===== config.mk =====
export PLATFORM = sky130hd
export DESIGN_NAME = hash_digest_serializer
export DESIGN_NICKNAME = d
export VERILOG_FILES = /design/src/rtl/hash_digest_pkg.sv /design/src/rtl/digest_len_lut.sv /design/src/rtl/hash_digest_serializer.sv
export SDC_FILE = /design/constraint.sdc
export NUM_CORES = 2
export LEC_CHECK = 0
export BUFFER_PORTS_ARGS = -buffer_cell sky130_fd_sc_hd__clkbuf_2
export CORE_AREA = 5 5 558 560
export DETAILED_ROUTE_END_ITERATION = 10
export DIE_AREA = 0 0 563 565
export MAX_ROUTING_LAYER = met4
export RECOVER_POWER = 50
export SKIP_LAST_GASP = 1
export SLEW_MARGIN = 20
export SYNTH_ARGS = -nofsm -noshare
export SYNTH_HDL_FRONTEND = slang
export SYNTH_SLANG_ARGS = --single-unit

===== constraint.sdc =====
create_clock -name clk -period 2.6 [get_ports clk]
set_clock_uncertainty 0.2 [all_clocks]
set_input_delay 0.52 -clock clk [delete_from_list [all_inputs] [get_ports clk]]
set_output_delay 0.52 -clock clk [all_outputs]
set_load 0.005 [all_outputs]

===== src/rtl/hash_digest_pkg.sv =====
// hash_digest_pkg: shared widths, mode encodings, FSM state type and the per-mode digest length table.
//   WORD_W / DIN_W   : output word width and digest bus width
//   MODE_*           : algo_mode encodings {type, variant[2:0]}
//   state_t          : serializer FSM states
//   mode_len()       : algo_mode -> {word count, final-word keep, illegal}
package hash_digest_pkg;
   localparam int WORD_W = 64;
   localparam int DIN_W  = 1344;
   localparam logic [3:0] MODE_SHA256   = 4'b0000;
   localparam logic [3:0] MODE_SHA512   = 4'b0001;
   localparam logic [3:0] MODE_SHAKE128 = 4'b1000;
   localparam logic [3:0] MODE_SHAKE256 = 4'b1001;
   localparam logic [3:0] MODE_SHA3_256 = 4'b1010;
   localparam logic [3:0] MODE_SHA3_512 = 4'b1011;
   localparam logic [3:0] MODE_SHA3_224 = 4'b1100;
   localparam logic [3:0] MODE_SHA3_384 = 4'b1101;
   typedef enum logic {IDLE, SEND} state_t;
   typedef struct packed {
      logic [4:0] words;
      logic [7:0] keep;
      logic       illegal;
   } len_t;
   // SHAKE modes emit one full rate block; everything not listed is reserved.
   function automatic len_t mode_len(input logic [3:0] mode);
      case (mode)
         MODE_SHA256:   return '{5'd4,  8'hFF, 1'b0};
         MODE_SHA512:   return '{5'd8,  8'hFF, 1'b0};
         MODE_SHAKE128: return '{5'd21, 8'hFF, 1'b0};
         MODE_SHAKE256: return '{5'd17, 8'hFF, 1'b0};
         MODE_SHA3_256: return '{5'd4,  8'hFF, 1'b0};
         MODE_SHA3_512: return '{5'd8,  8'hFF, 1'b0};
         MODE_SHA3_224: return '{5'd4,  8'hF0, 1'b0};
         MODE_SHA3_384: return '{5'd6,  8'hFF, 1'b0};
         default:       return '{5'd0,  8'h00, 1'b1};
      endcase
   endfunction
endpackage


===== src/rtl/digest_len_lut.sv =====
// digest_len_lut: combinational lookup of digest length for a hash mode.
//   algo_mode : {type, variant[2:0]}
//   words     : number of 64-bit output words
//   keep      : byte enables for the final word
//   illegal   : mode is reserved
module digest_len_lut
   import hash_digest_pkg::*;
(
   input  logic [3:0] algo_mode,
   output logic [4:0] words,
   output logic [7:0] keep,
   output logic       illegal
);
   always_comb {words, keep, illegal} = mode_len(algo_mode);
endmodule


===== src/rtl/hash_digest_serializer.sv =====
// hash_digest_serializer: captures a wide MSB-aligned hash digest and streams it out as 64-bit words.
//   clk, rst             : clock and synchronous active-high reset
//   algo_mode            : hash mode, sampled only at capture
//   din, din_valid       : digest bus and its one-cycle qualifier
//   din_ready            : idle and able to capture
//   o_data/o_keep/o_last : output word, byte enables, final-word marker
//   o_valid, o_ready     : output handshake
//   drop                 : pulse, din_valid arrived while busy
//   err                  : pulse, capture refused for a reserved mode
module hash_digest_serializer #(
   parameter int WORD_W = hash_digest_pkg::WORD_W,
   parameter int DIN_W  = hash_digest_pkg::DIN_W
) (
   input  logic              clk,
   input  logic              rst,
   input  logic [3:0]        algo_mode,
   input  logic [DIN_W-1:0]  din,
   input  logic              din_valid,
   output logic              din_ready,
   output logic [WORD_W-1:0] o_data,
   output logic [7:0]        o_keep,
   output logic              o_last,
   output logic              o_valid,
   input  logic              o_ready,
   output logic              drop,
   output logic              err
);
   import hash_digest_pkg::*;
   state_t           state, state_n;
   logic [DIN_W-1:0] sh;
   logic [4:0]       cnt;
   logic [7:0]       keep_last;
   logic [4:0]       lut_words;
   logic [7:0]       lut_keep;
   logic             lut_illegal;
   logic             capture, hs;

   digest_len_lut u_lut (
      .algo_mode (algo_mode),
      .words     (lut_words),
      .keep      (lut_keep),
      .illegal   (lut_illegal)
   );

   always_ff @(posedge clk)
      state <= rst ? IDLE : state_n;

   always_comb begin
      din_ready = state == IDLE;
      o_valid   = state == SEND;
      o_last    = o_valid && cnt == 5'd1;
      o_keep    = !o_valid ? 8'h00 : o_last ? keep_last : 8'hFF;
      o_data    = sh[DIN_W-1 -: WORD_W];
      hs        = o_valid && o_ready;
      capture   = din_ready && din_valid && !lut_illegal;
      state_n   = capture ? SEND : (hs && o_last) ? IDLE : state;
   end

   always_ff @(posedge clk) begin
      if (rst) begin
         sh        <= '0;
         cnt       <= '0;
         keep_last <= '0;
         drop      <= 1'b0;
         err       <= 1'b0;
      end else begin
         drop <= o_valid && din_valid;
         err  <= din_ready && din_valid && lut_illegal;
         if (capture) begin
            sh        <= din;
            cnt       <= lut_words;
            keep_last <= lut_keep;
         end else if (hs) begin
            sh  <= sh << WORD_W;
            cnt <= (cnt != 5'd0) ? cnt - 5'd1 : cnt;
         end
      end
   end
endmodule


=== Yosys cells after proc, flatten, opt, wreduce, memory -nomap -nowiden ===
Memories as Yosys holds them, arrays and structs flattened.
Cells that the tools add are included.

* Register bits after elaboration: 1360
* Bits in latches: 0
* RAM bits: 0
* Memory bits (read-only): 224
* Bits of input ports: 1352
* Output and inout bits: 77
* Logic and storage cells: 32
* Memories kept: 1

* Add/subtract/negate cells: 1
* $mul: 0
* Divide/modulo/power cells: 0
* $lt $le $gt $ge: 0
* Equality and inequality tests: 1
* Shift-type cells: 0
* Multiplexer cells: 9
* Bitwise operators: 1
* Reduce and logical (&&, ||, !) cells: 13

{| class="wikitable"
|+ Memories
! name !! words !! bits a word !! rd ports !! clocked after Yosys merged registers in !! wr ports !! RTL line !! source
|-
| (no name shown) || 16 || 14 || 1 || 0 || 0 || hash_digest_pkg.sv:25 || <nowiki>case (mode)</nowiki>
|}

{| class="wikitable"
|+ Operators by type and width
! cell !! number
|-
| $mux 1344 || 2
|-
| $mux 8 || 2
|-
| $mux 5 || 3
|-
| $logic_and 1x1->1 || 7
|-
| $reduce_bool 2->1 || 3
|-
| $eq 5x1->1 const B || 1
|-
| $reduce_bool 5->1 || 1
|-
| $sub 5x1->5 const B || 1
|-
| $mux 1 || 2
|-
| $reduce_and 2->1 || 1
|-
| $logic_not 1->1 || 1
|-
| $not 1->1 || 1
|}

=== Depth between registers and ports, before layout ===
* Depth in word-level cells: 5
* Depth in mapped cells: 8
* Mapped depth without buffers: 5

=== Hierarchy ===
From an unflattened synthesis, not the netlist that was laid out.

* Cells, all modules: 6371
* Area total of the unflattened synthesis: 55594.6 um2

{| class="wikitable"
|+ By module, submodules not included
! module !! instances !! cells each !! area an instance (um2) !! sequential area each (um2)
|-
| hash_digest_serializer || 1 || 6350 || 55451.9 || 27226.1
|-
| digest_len_lut || 1 || 21 || 142.6 || 0.0
|}

=== Worst setup path before layout ===
Ideal clock, no wire load.

* Path kind: input-to-reg
* Start: input port algo_mode[2]
* End: register cnt[1]
* Setup time: 0.087 ns
* Arrival: 1.868 ns
* Required time: 2.313 ns
* Path slack: 0.445 ns
* Stages: 6
* Path buffers: 2
* Path through: o21ba_1 > or3_1 > buf_2 > buf_6 > or4b_1 > o31ai_1

* Word-level cells in the longest chain between the ends: 5
* Elaborated cells on any way between the ends: 7
* Those cells by class: 1 x mux; 5 x reduce/logical; 1 x memory

{| class="wikitable"
|+ RTL lines
! what !! RTL line !! source
|-
| from (decl) || hash_digest_serializer.sv:16 || <nowiki>input logic [3:0] algo_mode,</nowiki>
|-
| $mem_v2 16x14 * || n/a ||
|-
| $logic_not 1->1 || hash_digest_serializer.sv:55 || <nowiki>capture = din_ready && din_valid && !lut_illegal;</nowiki>
|-
| $logic_and 1x1->1 || hash_digest_serializer.sv:55 ||
|-
| $reduce_bool 2->1 (no line) || n/a ||
|-
| $reduce_and 2->1 (no line) || n/a ||
|-
| to (signal assigned) || hash_digest_serializer.sv:71 || <nowiki>cnt <= lut_words;</nowiki>
|-
| to (signal assigned) || hash_digest_serializer.sv:75 || <nowiki>cnt <= (cnt != 5'd0) ? cnt - 5'd1 : cnt;</nowiki>
|-
| to (decl) || hash_digest_serializer.sv:31 || <nowiki>logic [4:0] cnt;</nowiki>
|}

Every way passes the cells marked *; elsewhere a longest branch is shown, timed or not.
A chain may end at the register's enable or synchronous reset.

=== Worst setup path after layout ===
* Start: input port algo_mode[1]
* End: register sh[757]

* Word-level cells in the longest chain between the ends: 4
* Elaborated cells on any way between the ends: 5
* Those cells by class: 1 x mux; 3 x reduce/logical; 1 x memory

{| class="wikitable"
|+ RTL lines
! what !! RTL line !! source
|-
| $mem_v2 16x14 * || n/a ||
|-
| $logic_not 1->1 * || hash_digest_serializer.sv:55 ||
|-
| $logic_and 1x1->1 * || hash_digest_serializer.sv:55 ||
|-
| $mux 1344 or $reduce_bool 2->1 (tied branches) || n/a ||
|-
| to (signal assigned) || hash_digest_serializer.sv:70 || <nowiki>sh <= din;</nowiki>
|-
| to (signal assigned) || hash_digest_serializer.sv:74 || <nowiki>sh <= sh << WORD_W;</nowiki>
|-
| to (decl) || hash_digest_serializer.sv:30 || <nowiki>logic [DIN_W-1:0] sh;</nowiki>
|}

Marks and branches as above.

==> flow_metrics.py <==
metrics = {
    "run_status": {
        "outcome": "finished with violations",
        "violations": "setup timing",
    },
    "clocking": {
        "clock_path_buffers": 4,
        "htreeDepth": 4,
        "numCtsBuffers": 163,
        "cts_tree": "done",
        "clock_sinks": 1354,
        "clk_pin_slew_ns": 0.06,
        "clk-insertion-delay-late_ns": 0.83,
        "root_buffer": "clkbuf_16",
    },
    "critical_path": {
        "start_kind": "input pin",
        "cp_max_fo": 41,
        "slowest_stage": "dlygate4sd3_1",
        "end_kind": "register",
        "cp_cell_sequence": "dlygate4sd3_1, clkbuf_2, o21ba_1, clkbuf_4, or3_4, buf_12, buf_12, nand3_1, a21oi_1",
        "arrival_ns": 3.13,
        "cp_common_cell": "buf_12",
        "r2r_end": "sh[488]",
        "timing.rr.start": "o_valid",
        "r2r_slack_ns": 0.12,
        "worst_path_largest_cell_delay_ns": 0.53,
        "reg2regPathDepth": 7,
        "path_class": "input pin to register",
        "worstPathRequired_ns": 3.11,
        "crit_path_end": "sh[757]",
        "crit_start": "algo_mode[1]",
    },
    "timing": {
        "period_minus_slack_ns": 2.623,
        "fin_ws_ns": -0.02274,
        "timing.fmax_ghz": 0.3813,
        "drv_slew": 0,
        "rsz0062_at_grt": "true",
        "timing.hold.ws_ns": 0.03578,
        "fin_tns_setup_ns": -0.03732,
        "finalCritPeriodShare": 1.009,
        "relSlewSlack": 0.2229,
        "final-hold-violation-count": 0,
        "worstMarginPinSlew_ns": 1.166,
        "setup_violations": 3,
    },
    "routing": {
        "wl_met2_mm": 161.0,
        "met3WireLength_mm": 27.45,
        "wl_per_cell_um": 26.07,
        "vias": 65066,
        "wl_met1_mm": 130.4,
        "wl_mm": 342.3,
        "drc": 0,
        "drt_iter0_markers": 8172,
        "final_antenna_net_count": 0,
        "dr.max_layer_used": "met4",
        "first_pass_iters": 9,
        "via_per_inst": 4.956,
    },
    "floorplan": {
        "die-area_sq_um": 318100,
        "die_w_um": 563,
        "pin_count": 1429,
        "num_rows": 203,
        "initial_core_util": 0.1784,
        "die_h_um": 565,
        "core_sq_um": 305300,
    },
    "global_route": {
        "grt_max_degree": 90,
        "grt_pass1_wl_mm": 465.6,
        "track_usage": 0.2068,
        "antenna_found_initial": 125,
        "grt_overflow": 0,
        "grt_pass1_vias": 62229,
    },
    "power": {
        "leakagePower_nw": 31.31,
        "pwr-share-seq": 0.423,
        "power_mw": 54.87,
        "power_frac_comb": 0.158,
        "p_sw_mw": 15.72,
        "power.density_nw_per_um2": 637.2,
        "sw_frac_of_total": 0.2865,
        "p_int_mw": 39.15,
        "ir_drop_mv": 0.4940,
        "pwr-share-clk": 0.419,
    },
    "yosys": {
        "synth_fp_nets": 7672,
        "synthCells": 6318,
        "yosys_warnings": 0,
        "synth_cell_types": 34,
        "synth-seq-cells": 1354,
        "avgSynthCellArea_sq_um": 8.619,
        "yosysSeqAreaShare": 0.4978,
        "synth_area_sq_um": 54460,
    },
    "final_layout": {
        "fin_util": 0.2820,
        "final_layout_size_suffix_gt1_frac": 0.2206,
        "design_area_sq_um": 86110,
        "synthToLayoutAreaGrowth_pct": 58.13,
        "nNetsFinal": 10162,
        "instances_no_fill": 13128,
    },
    "placement": {
        "port_buffers": 1428,
        "place.gp.congestion": 0.9766,
        "postPlaceCellArea_sq_um": 67330,
        "dp_cells": 11394,
        "dp_slack_ns": -0.1757,
        "dpl.hpwl_mm": 260.6,
    },
    "min_path": {
        "whs_path_depth": 3,
        "hold_class": "input pin to register",
    },
    "run": {
        "maxCapViolCount": 0,
    },
}
==> how the worst min path moves through the flow <==
stage | from | end | slack (ns)
finish | din[530] | sh[530] | 0.04
global route | din[530] | sh[530] | 0.0003
CTS | din[954] | sh[954] | 0.007
detailed placement | sh[904] | sh[904] | 0.26
global placement | sh[844] | sh[844] | 0.25
floorplan | keep_last[6] | keep_last[6] | 0.24
==> critical path: cells and delay by family <==
family	cells	cell delay [ns]
AOI/OAI and AO/OA	2	0.35
buffers and inverters	5	1.35
and+or+nand+nor	2	0.74
==> sequential cells by signal, summed over array words and instances, names as in the netlist <==
register   flops
err            1
keep_last      2
o_valid        1
cnt            5
drop           1
sh          1344
==> power groups by stage <==
stage          Sequential (mW)  Clock [mW]  Combinational (mW)
6_report                  23.2        23.0                8.65
5_1_grt                   23.3        24.2                9.18
4_1_cts                   23.2        23.5                8.57
3_5_place_dp              23.7           0                6.76
3_3_place_gp              23.7           0                6.73
2_1_floorplan             22.9           0                3.52
==> layout by cell type, fill, tap and decap left out, drive strengths merged, types with 2 or more instances in the layout <==
cell,n
a311oi,67
nor2,75
nand2b,2
bufinv,7
dfxtp,1354
or3,2
and2,2
nand3,1282
a22oi,1216
a21oi,1283
ha,2
a211oi,2
clkinvlp,3
clkinv,34
a31oi,2
clkbuf,1707
nand2,193
buf,309
inv,16
diode,107
dlygate4sd3,1347
nor3,2
==> cells in the mapped netlist <==
library cell / n / share of area
dfxtp_1: 1354 / 0.50
a21oi_1: 1283 / 0.12
nand3_1: 1282 / 0.12
a22oi_1: 1216 / 0.17
clkbuf_1: 455 / 0.031
nand2_1: 193 / 0.013
buf_2: 181 / 0.017
buf_1: 105 / 0.0072
nor2_1: 75 / 0.0052
buf_4: 70 / 0.0096
a311oi_1: 67 / 0.011
inv_1: 8 / 0.00055
a211oi_1: 2 / 0.00028
a31oi_1: 2 / 0.00023
and2_1: 2 / 0.00023
ha_1: 2 / 0.00046
nand2b_1: 2 / 0.00023
nor3_1: 2 / 0.00018
or3_1: 2 / 0.00023
a21o_1: 1 / 0.00014
a221oi_1: 1 / 0.00016
and3_1: 1 / 0.00011
buf_6: 1 / 0.00021
mux2_2: 1 / 0.00021
mux2i_1: 1 / 0.00018
nand4_1: 1 / 0.00011
nor4_1: 1 / 0.00011
o2111a_1: 1 / 0.00021
o21ai_0: 1 / 0.000092
o21ba_1: 1 / 0.00018
o31ai_1: 1 / 0.00014
or4_1: 1 / 0.00014
or4b_1: 1 / 0.00018
xnor2_1: 1 / 0.00016
==> metal layers <==
metal,vias to the layer above,track usage
met1,31534,0.2406
met2,3821,0.3345
li1,28774,-
met3,937,0.03814
met5,-,-
met4,0,0.1191
==> cell families after synthesis <==
group / count (synthesis) / share of synthesized area
compound gates: 2576 / 0.2978
xor+xnor: 1 / 0.0001609
fa+ha+maj: 2 / 0.0004595
buf+inv: 820 / 0.06564
flops: 1354 / 0.4978
mux: 2 / 0.0003906
simple gates: 1563 / 0.1378
==> final cells by class <==
class                   instances  area (sq um)
well taps                    4100          5130
repair buffers               3137         24450
clock inverters                52         616.8
inverters                       8         30.03
fillers                     32430        219200
flip-flops and latches       1354         27110
clock buffers                 226          4648
multi-input cells            4144         23850
diodes                        107         267.8
==> what timing repair did <==
action | in CTS | in global routing
gates resized for setup | 13 | 7
pin swaps | 1 | 1
endpoints found under the setup margin | 9 | 13
setup buffers | 0 | 2
endpoints found under the hold margin | 1348 | 0
hold buffers | 1347 | 0
No activity file was read; power rests on OpenSTA's default activity.
